File: config.mk
export PLATFORM = sky130hd
export DESIGN_NAME = cnn_classifier
export DESIGN_NICKNAME = d
export VERILOG_FILES = /design/src/rtl/cnn_classifier.sv
export SDC_FILE = /design/constraint.sdc
export NUM_CORES = 2
export LEC_CHECK = 0
export BUFFER_PORTS_ARGS = -buffer_cell sky130_fd_sc_hd__buf_2
export CORE_MARGIN = 5
export CORE_UTILIZATION = 42
export CTS_CLUSTER_SIZE = 25
export DETAILED_ROUTE_END_ITERATION = 10
export GPL_ROUTABILITY_DRIVEN = 0
export HOLD_SLACK_MARGIN = 0.06
export PLACE_DENSITY_LB_ADDON = 0.12
export SYNTH_ARGS = -nofsm -noshare
export SYNTH_HDL_FRONTEND = slang
export SYNTH_SLANG_ARGS = --single-unit
File: constraint.sdc
create_clock -name clk -period 10 [get_ports clk]
set_input_delay 2 -clock clk [delete_from_list [all_inputs] [get_ports clk]]
set_output_delay 2 -clock clk [all_outputs]
set_load 0.01 [all_outputs]
File: src/rtl/cnn_classifier.sv
// Fixed-weight 3x3-sum / pad / 2x2 max-pool / sum-threshold classifier for 16x16 binary images.
// Optional macro CNN_DEBUG_EN exposes the pooled map and running sum as debug ports.
module cnn_classifier #(
  parameter int SUM_THRESH = 256
) (
  input  logic         clk,
  input  logic         rst_n,
  input  logic         start,
  input  logic [255:0] binary_image,
  output logic         busy,
  output logic         done,
  output logic         result
`ifdef CNN_DEBUG_EN
  ,
  output logic [255:0] dbg_pooled,
  output logic [9:0]   dbg_sum
`endif
);

  typedef enum logic [2:0] {S_IDLE, S_CONV, S_PAD, S_POOL, S_CLASS} state_t;

  state_t        r_state;
  logic [255:0]  r_img;
  logic [783:0]  featuremap;
  logic [1023:0] padded;
  logic [255:0]  pooled;
  logic [7:0]    r_cell;
  logic [3:0]    r_row, r_col;
  logic [9:0]    r_sum;

  logic [7:0] w_base;
  logic [3:0] w_cnt;
  logic [9:0] w_pbase;
  logic [3:0] w_a, w_b, w_c, w_d, w_m0, w_m1, w_max;
  logic [9:0] w_nsum;

  // 3x3 window popcount anchored at (r_row, r_col) of the latched image
  always_comb begin
    w_base = {r_row, 4'b0000} + {4'b0000, r_col};
    w_cnt  = '0;
    for (int dr = 0; dr < 3; dr++)
      for (int dc = 0; dc < 3; dc++)
        w_cnt = w_cnt + {3'b000, r_img[w_base + 8'(dr * 16 + dc)]};
  end

  // 2x2 block of the padded map for pooled cell (r_row[2:0], r_col[2:0])
  always_comb begin
    w_pbase = {r_row[2:0], 7'b0} + {4'b0000, r_col[2:0], 3'b000};
    w_a     = padded[w_pbase +: 4];
    w_b     = padded[w_pbase + 10'd4 +: 4];
    w_c     = padded[w_pbase + 10'd64 +: 4];
    w_d     = padded[w_pbase + 10'd68 +: 4];
    w_m0    = (w_a > w_b) ? w_a : w_b;
    w_m1    = (w_c > w_d) ? w_c : w_d;
    w_max   = (w_m0 > w_m1) ? w_m0 : w_m1;
    w_nsum  = r_sum + {6'b0, w_max};
  end

  always_ff @(posedge clk or negedge rst_n) begin
    if (!rst_n) begin
      r_state    <= S_IDLE;
      r_img      <= '0;
      featuremap <= '0;
      padded     <= '0;
      pooled     <= '0;
      r_cell     <= '0;
      r_row      <= '0;
      r_col      <= '0;
      r_sum      <= '0;
      busy       <= 1'b0;
      done       <= 1'b0;
      result     <= 1'b0;
    end else begin
      case (r_state)
        S_IDLE: begin
          if (start) begin
            // Border of padded relies on this clear; PAD only writes the interior
            r_img      <= binary_image;
            featuremap <= '0;
            padded     <= '0;
            pooled     <= '0;
            r_sum      <= '0;
            r_cell     <= '0;
            r_row      <= '0;
            r_col      <= '0;
            busy       <= 1'b1;
            r_state    <= S_CONV;
          end
        end
        S_CONV: begin
          featuremap[{r_cell, 2'b00} +: 4] <= w_cnt;
          if (r_cell == 8'd195) begin
            r_cell  <= '0;
            r_row   <= '0;
            r_col   <= '0;
            r_state <= S_PAD;
          end else begin
            r_cell <= r_cell + 8'd1;
            if (r_col == 4'd13) begin
              r_col <= '0;
              r_row <= r_row + 4'd1;
            end else begin
              r_col <= r_col + 4'd1;
            end
          end
        end
        S_PAD: begin
          for (int i = 0; i < 14; i++)
            for (int j = 0; j < 14; j++)
              padded[((i + 1) * 16 + j + 1) * 4 +: 4] <= featuremap[(i * 14 + j) * 4 +: 4];
          r_state <= S_POOL;
        end
        S_POOL: begin
          pooled[{r_cell[5:0], 2'b00} +: 4] <= w_max;
          r_sum <= w_nsum;
          if (r_cell == 8'd63) begin
            r_cell  <= '0;
            r_row   <= '0;
            r_col   <= '0;
            result  <= (w_nsum >= 10'(SUM_THRESH));
            done    <= 1'b1;
            busy    <= 1'b0;
            r_state <= S_CLASS;
          end else begin
            r_cell <= r_cell + 8'd1;
            if (r_col == 4'd7) begin
              r_col <= '0;
              r_row <= r_row + 4'd1;
            end else begin
              r_col <= r_col + 4'd1;
            end
          end
        end
        S_CLASS: begin
          done    <= 1'b0;
          r_state <= S_IDLE;
        end
        default: r_state <= S_IDLE;
      endcase
    end
  end

`ifdef CNN_DEBUG_EN
  assign dbg_pooled = pooled;
  assign dbg_sum    = r_sum;
`endif

endmodule

# Yosys cells after proc, flatten, opt, wreduce, memory -nomap -nowiden
# Index checks and enable logic that the tools add are counted.
# op_classes
n_eq_ne,13
n_mux,65
order_cmp,13
n_reduce_logical,16
addsub,26
shifts,6
# op_table
cell,n
1024-bit by 11-bit indexed part select with 4-bit output,4
56-bit case mux with 2 select lines,14
784-bit case mux with 2 select lines,1
956-bit two-way mux,1
784-bit bitwise mux,1
784-bit two-way mux,1
"4-bit by 12-bit variable shift with 784-bit output, first input constant",1
4-bit by 12-bit indexed part select with 784-bit output,1
"8-bit by 9-bit less-than comparator with 1-bit output, second input constant",9
1-bit binary-select mux with 8-bit select,9
4-bit two-way mux,12
"8-bit by 5-bit adder with 8-bit output, second input constant",3
"8-bit by 6-bit adder with 8-bit output, second input constant",3
8-bit two-way mux,3
4-bit case mux with 3 select lines,2
8-bit case mux with 3 select lines,1
"10-bit by 7-bit adder with 10-bit output, second input constant",2
4-bit by 1-bit adder with 4-bit output,5
10-bit case mux with 2 select lines,1
"8-bit by 1-bit adder with 8-bit output, second input constant",2
2-bit AND reduction,7
4-bit greater-than comparator,3
1-bit two-way mux,12
10-bit negator with 12-bit output,1
28 further kinds,40
# word_totals
register_bits,1856
inputBits,259

# Longest topological paths before layout
# logic_depth
word_depth,15
ltp_mapped,38
depth_no_buf,32

# Worst setup path after synthesis
# OpenSTA, ideal clock, no wires.
# synth_timing
path_type,register -> register
startpoint,register r_col[1]
endpoint,register featuremap[410]
setup_ns,0.137
n_path_buf,9
t_required_ns,9.863
slack_ns,2.898
t_arrival_ns,6.965
path_stages_with_launch,28
cell_sequence,dfrtp_1 -> buf_2 -> buf_2 -> clkinv_1 -> clkbuf_1 -> ha_1 -> clkbuf_1 -> clkbuf_1 -> clkbuf_1 -> nor2_1 -> a2111oi_1 -> mux2i_1 -> nor2b_1 -> a2111oi_0 -> a211oi_1 -> fa_1 -> inv_1 -> fa_1 -> inv_1 -> fa_1 -> fa_1 -> inv_1 -> fa_1 -> xnor2_1 -> clkbuf_1 -> clkbuf_1 -> clkbuf_1 -> mux2i_1
# synth_between
elab_chain_cells,15
word_cells_on_any_way,38
cone_classes,add/sub: 17; shift: 1; mux: 20
# synth_rtl
item,line,rtl
start: declaration,28,"logic [3:0] r_row, r_col;"
start signal: assignment,103,r_col <= r_col + 4'd1;
start signal: assignment,130,r_col <= r_col + 4'd1;
8-bit by 4-bit adder with 8-bit output (*),39,"w_base = {r_row, 4'b0000} + {4'b0000, r_col};"
8-bit by 1-bit adder with 8-bit output,43,"w_cnt = w_cnt + {3'b000, r_img[w_base + 8'(dr * 16 + dc)]};"
1-bit binary-select mux with 8-bit select,43,
1-bit two-way mux (not written as such),43,
1-bit by 1-bit adder with 2-bit output,43,
2-bit by 1-bit adder with 3-bit output,43,
3-bit by 1-bit adder with 4-bit output,43,
4-bit by 1-bit adder with 4-bit output (4 in series),43,
4-bit by 1-bit adder with 4-bit output (*),43,
4-bit by 12-bit indexed part select with 784-bit output (*),91,"featuremap[{r_cell, 2'b00} +: 4] <= w_cnt;"
784-bit bitwise mux (*),91,
784-bit case mux with 2 select lines (*),74,case (r_state)
end signal: indexed assignment,91,
end: declaration,24,logic [783:0] featuremap;
# Every way passes the cells marked *; elsewhere a longest branch is shown, timed or not. The select of a mux whose other input is x is not followed.
# A chain may end at the register's enable or synchronous reset.

# Final worst setup path
# layout_timing
startpoint,register r_col[0]
endpoint,register featuremap[665]
# The elaborated chain is that of the path after synthesis.

==> key figures <==
Synth
  • YS warnings: 0
  • Synthesized area: 85000 um^2
  • Most used flip-flop cell after synthesis: dfrtp_1
  • Sequential share of the synthesized area: 54.6%
  • Async SR Flop Fraction: 100%
  • Syn_nets: 7709
  • Synth unique cells: 88
  • Post-synth EDFFs: 0
  • Cells after synthesis: 7416
  • Avg Cell Area, Syn: 11.5 um^2
  • Synthesized flop and latch total: 1856

Timing
  • Unrepaired setup endpoints after global routing: false
  • Min Tclk post-route: 8.63 ns
  • Setup tns final: 0 ns
  • Final hold vios: 0
  • Slew headroom: 9.83%
  • Fin crit share: 86.3%
  • Final setup fails: 0
  • Skew final: 0.0320 ns
  • Least-Margin Pin Slew: 1.35 ns
  • Fin. max-slew vios: 0
  • Max Freq: 116 MHz

CTS
  • Worst-Skew Late Latency: 0.85 ns
  • Clock buffer count from CTS: 202
  • CTS sink cnt: 1856
  • Setup bufs post-CTS: 0
  • H-tree depth: 4
  • Post_cts resized: 0
  • Clock tree from TritonCTS: built
  • Reg clk slew, reported paths: 0.06 ns
  • CTS root buffer: clkbuf_16
  • Clk buf depth: 3
  • Post-CTS Hold Buffers: 0

Worst setup path
  • CP startpoint kind: flop
  • Worst Setup End Kind: flop
  • Max stage delay on crit path: 0.77 ns
  • Slowest CP cell: dfrtp_4
  • Required @ worst endpoint: 10.70 ns
  • Crit Path Class: flop to flop
  • R2R setup slack: 1.37 ns
  • Worst path bufs/invs: 7
  • Critical Path AT: 9.33 ns
  • Worst-path cell chain: ha_1, xnor2_2, buf_4, mux2i_1, nor4b_1, a2111oi_1, mux2i_1, nor2b_1, a2111oi_0, a211oi_1, fa_1, inv_1, fa_1, inv_1, fa_1, fa_4, inv_1, fa_2, buf_4, inv_6, buf_4, o21ai_0
  • Critical path's top delay family: adder cells
  • CP Max Fanout: 50

Placed design
  • Dpl cells: 9875
  • Number of port buffers: 261
  • DP HPWL: 164 mm
  • Dpl cell area: 88700 um^2

Cells and area
  • Non-Filler Instances: 10.2k
  • P&R area growth vs syn: 12.3%
  • Final core occ: 47.3%
  • Nets: 7700
  • Fillers: 18.3k
  • Design area: 95500 um^2
  • Share of cells above drive strength 1: 16.1%

Min path
  • Hold WC Path Type: flop to flop

Outcome
  • Status: finished clean

Detailed routing
  • ANT nets after route: 0
  • Final wirelength: 270 mm
  • DRT Pass-1 Iters: 5
  • Vias: 61.5k
  • DRC errors left: 0
  • Routed WL per cell: 26.4 um
  • Starting DRT DRC Count: 6349
  • Vias per cell: 6.00

Run
  • MaxCap Viol Count: 0

Global routing
  • Number of global-route vias before repair: 61.9k
  • First-pass GRT wire length: 412 mm
  • Pin count of the biggest net entering global routing: 199
  • Initial antenna violation count: 8
  • GRT Util Overall: 25.2%
  • Grt ovf: 0

Floorplanning
  • Standard-cell rows: 165
  • Core Region: 202000 um^2
  • DIE HEIGHT: 460 um
  • Initial core utilization: 42.1%
  • Io pins: 262
  • Die area: 212000 um^2
  • Die width: 460 um

Power and ir drop
  • Power Dens Cells: 175 nW/um^2
  • Maximum VDD drop: 164 uV
  • LEAKAGE: 45.5 nW
-- final cells by class --
class,instances,area (um^2),share of cell area [%]
Clock buffer,306,5880,6.15
Sequential cell,1856,46500,48.7
Multi-Input combinational cell,4909,35900,37.6
Clock inverter,59,897,0.939
Tap cell,2672,3340,3.50
Inverter,29,116,0.122
Antenna cell,4,10.0,0.0105
Timing Repair Buffer,409,2850,2.98
-- synthesized netlist by cell type (24+ instances only) --
cell	n	share of area, %
a221oi_1	92	0.95
mux4_2	302	8.0
a22o_1	808	8.3
nand2_1	1503	6.6
clkbuf_1	457	2.0
mux2i_1	473	5.6
buf_1	35	0.15
buf_4	24	0.21
nor2_1	110	0.49
inv_1	25	0.11
nor3_1	77	0.45
o21ai_0	504	3.0
ha_1	28	0.41
xnor2_1	24	0.25
mux2_2	114	1.5
dfrtp_1	1856	55
buf_2	85	0.50
a21oi_1	71	0.42
nand3_1	441	2.6
-- layout by cell type (no fill, tap or decap), types with 16 or more instances in the layout --
cell type / netlist / final
dfrtp_1: 1856 / 1849
nand2_1: 1503 / 1503
a22o_1: 808 / 808
o21ai_0: 504 / 503
mux2i_1: 473 / 472
nand3_1: 441 / 441
mux4_2: 302 / 302
buf_2: 85 / 260
clkbuf_16: 0 / 203
buf_4: 24 / 115
mux2_2: 114 / 114
nor2_1: 110 / 109
a221oi_1: 92 / 92
a21oi_1: 71 / 71
nor3_1: 77 / 71
clkbuf_1: 457 / 62
clkbuf_8: 0 / 41
buf_12: 3 / 34
ha_1: 28 / 26
clkinv_2: 0 / 26
inv_1: 25 / 23
xnor2_1: 24 / 22
nor3_4: 17 / 22
and3_1: 18 / 18
nor2b_1: 20 / 18
o21ai_1: 19 / 18
a211oi_1: 17 / 17
xor2_1: 17 / 16
nor3b_1: 16 / 16
-- worst reg2reg max path, delay by kind of cell (launching register included) --
family	cells	cell delay, ns
XOR/XNOR	1	0.71
adder cells (fa/ha/maj)	6	2.81
multiplexers	2	0.48
flip-flops	1	0.77
buffers and inverters	7	2.08
AND/OR/NAND/NOR	2	0.27
AO/OA/AOI/OAI	4	1.36
-- cell families (layout without fill, tap and decap cells) --
| kind of cell | count (synthesis) | in the layout | share of synthesized area [%] |
|---|---|---|---|
| xor+xnor | 42 | 42 | 0.441 |
| compound gates | 1638 | 1638 | 14.1 |
| fa+ha+maj | 34 | 34 | 0.553 |
| simple gates | 2306 | 2306 | 11.9 |
| mux | 889 | 889 | 15.1 |
| other cells | 0 | 4 | 0 |
| buf+inv | 651 | 803 | 3.31 |
| flops | 1856 | 1856 | 54.6 |
-- worst paths after layout --
| check | start | end | cells after the start |
|---|---|---|---|
| max in group asynchronous | rst_n | padded[754] | 3 |
| hold / removal | featuremap[740] | padded[912] | 1 |
| setup reg to reg | r_col[0] | featuremap[665] | 22 |
| hold reg to reg | featuremap[740] | padded[912] | 1 |
| min in group asynchronous | rst_n | r_img[98] | 1 |
| setup / recovery | r_col[0] | featuremap[665] | 22 |
-- per-stage QoR --
step           hold slack (ns)  setup slack, ns  total power (W)
5_1_grt                  0.489             1.06           0.0174
3_3_place_gp             0.465             1.51          0.00920
3_5_place_dp             0.461             1.45          0.00922
6_report                 0.482             1.37           0.0167
4_1_cts                  0.477             1.38           0.0169
2_1_floorplan            0.449             2.90          0.00859
-- power by group --
group	internal (W)	leakage, nW	switching (W)
registers	0.00780	22.7	0.000190
logic	0.000316	19.6	0.000775
clock network	0.00445	3.31	0.00320
total	0.0126	45.5	0.00417
-- metal layers --
metal | vias to the layer above | global-route usage (%) | routed length [um]
met5 | - | 0 | 9
met4 | 2 | 6.71 | 7310
met3 | 371 | 3.95 | 16100
met2 | 1939 | 39.3 | 124000
met1 | 32200 | 37.0 | 123000
li1 | 27000 | - | -
-- state kept, by name, summed over array words and instances, names as in the netlist --
signal / flops
padded: 784
r_state: 3
r_row: 4
r_sum: 10
r_col: 4
done: 1
busy: 1
r_cell: 8
r_img: 256
result: 1
featuremap: 784
Power figures use the tool's default switching activity.
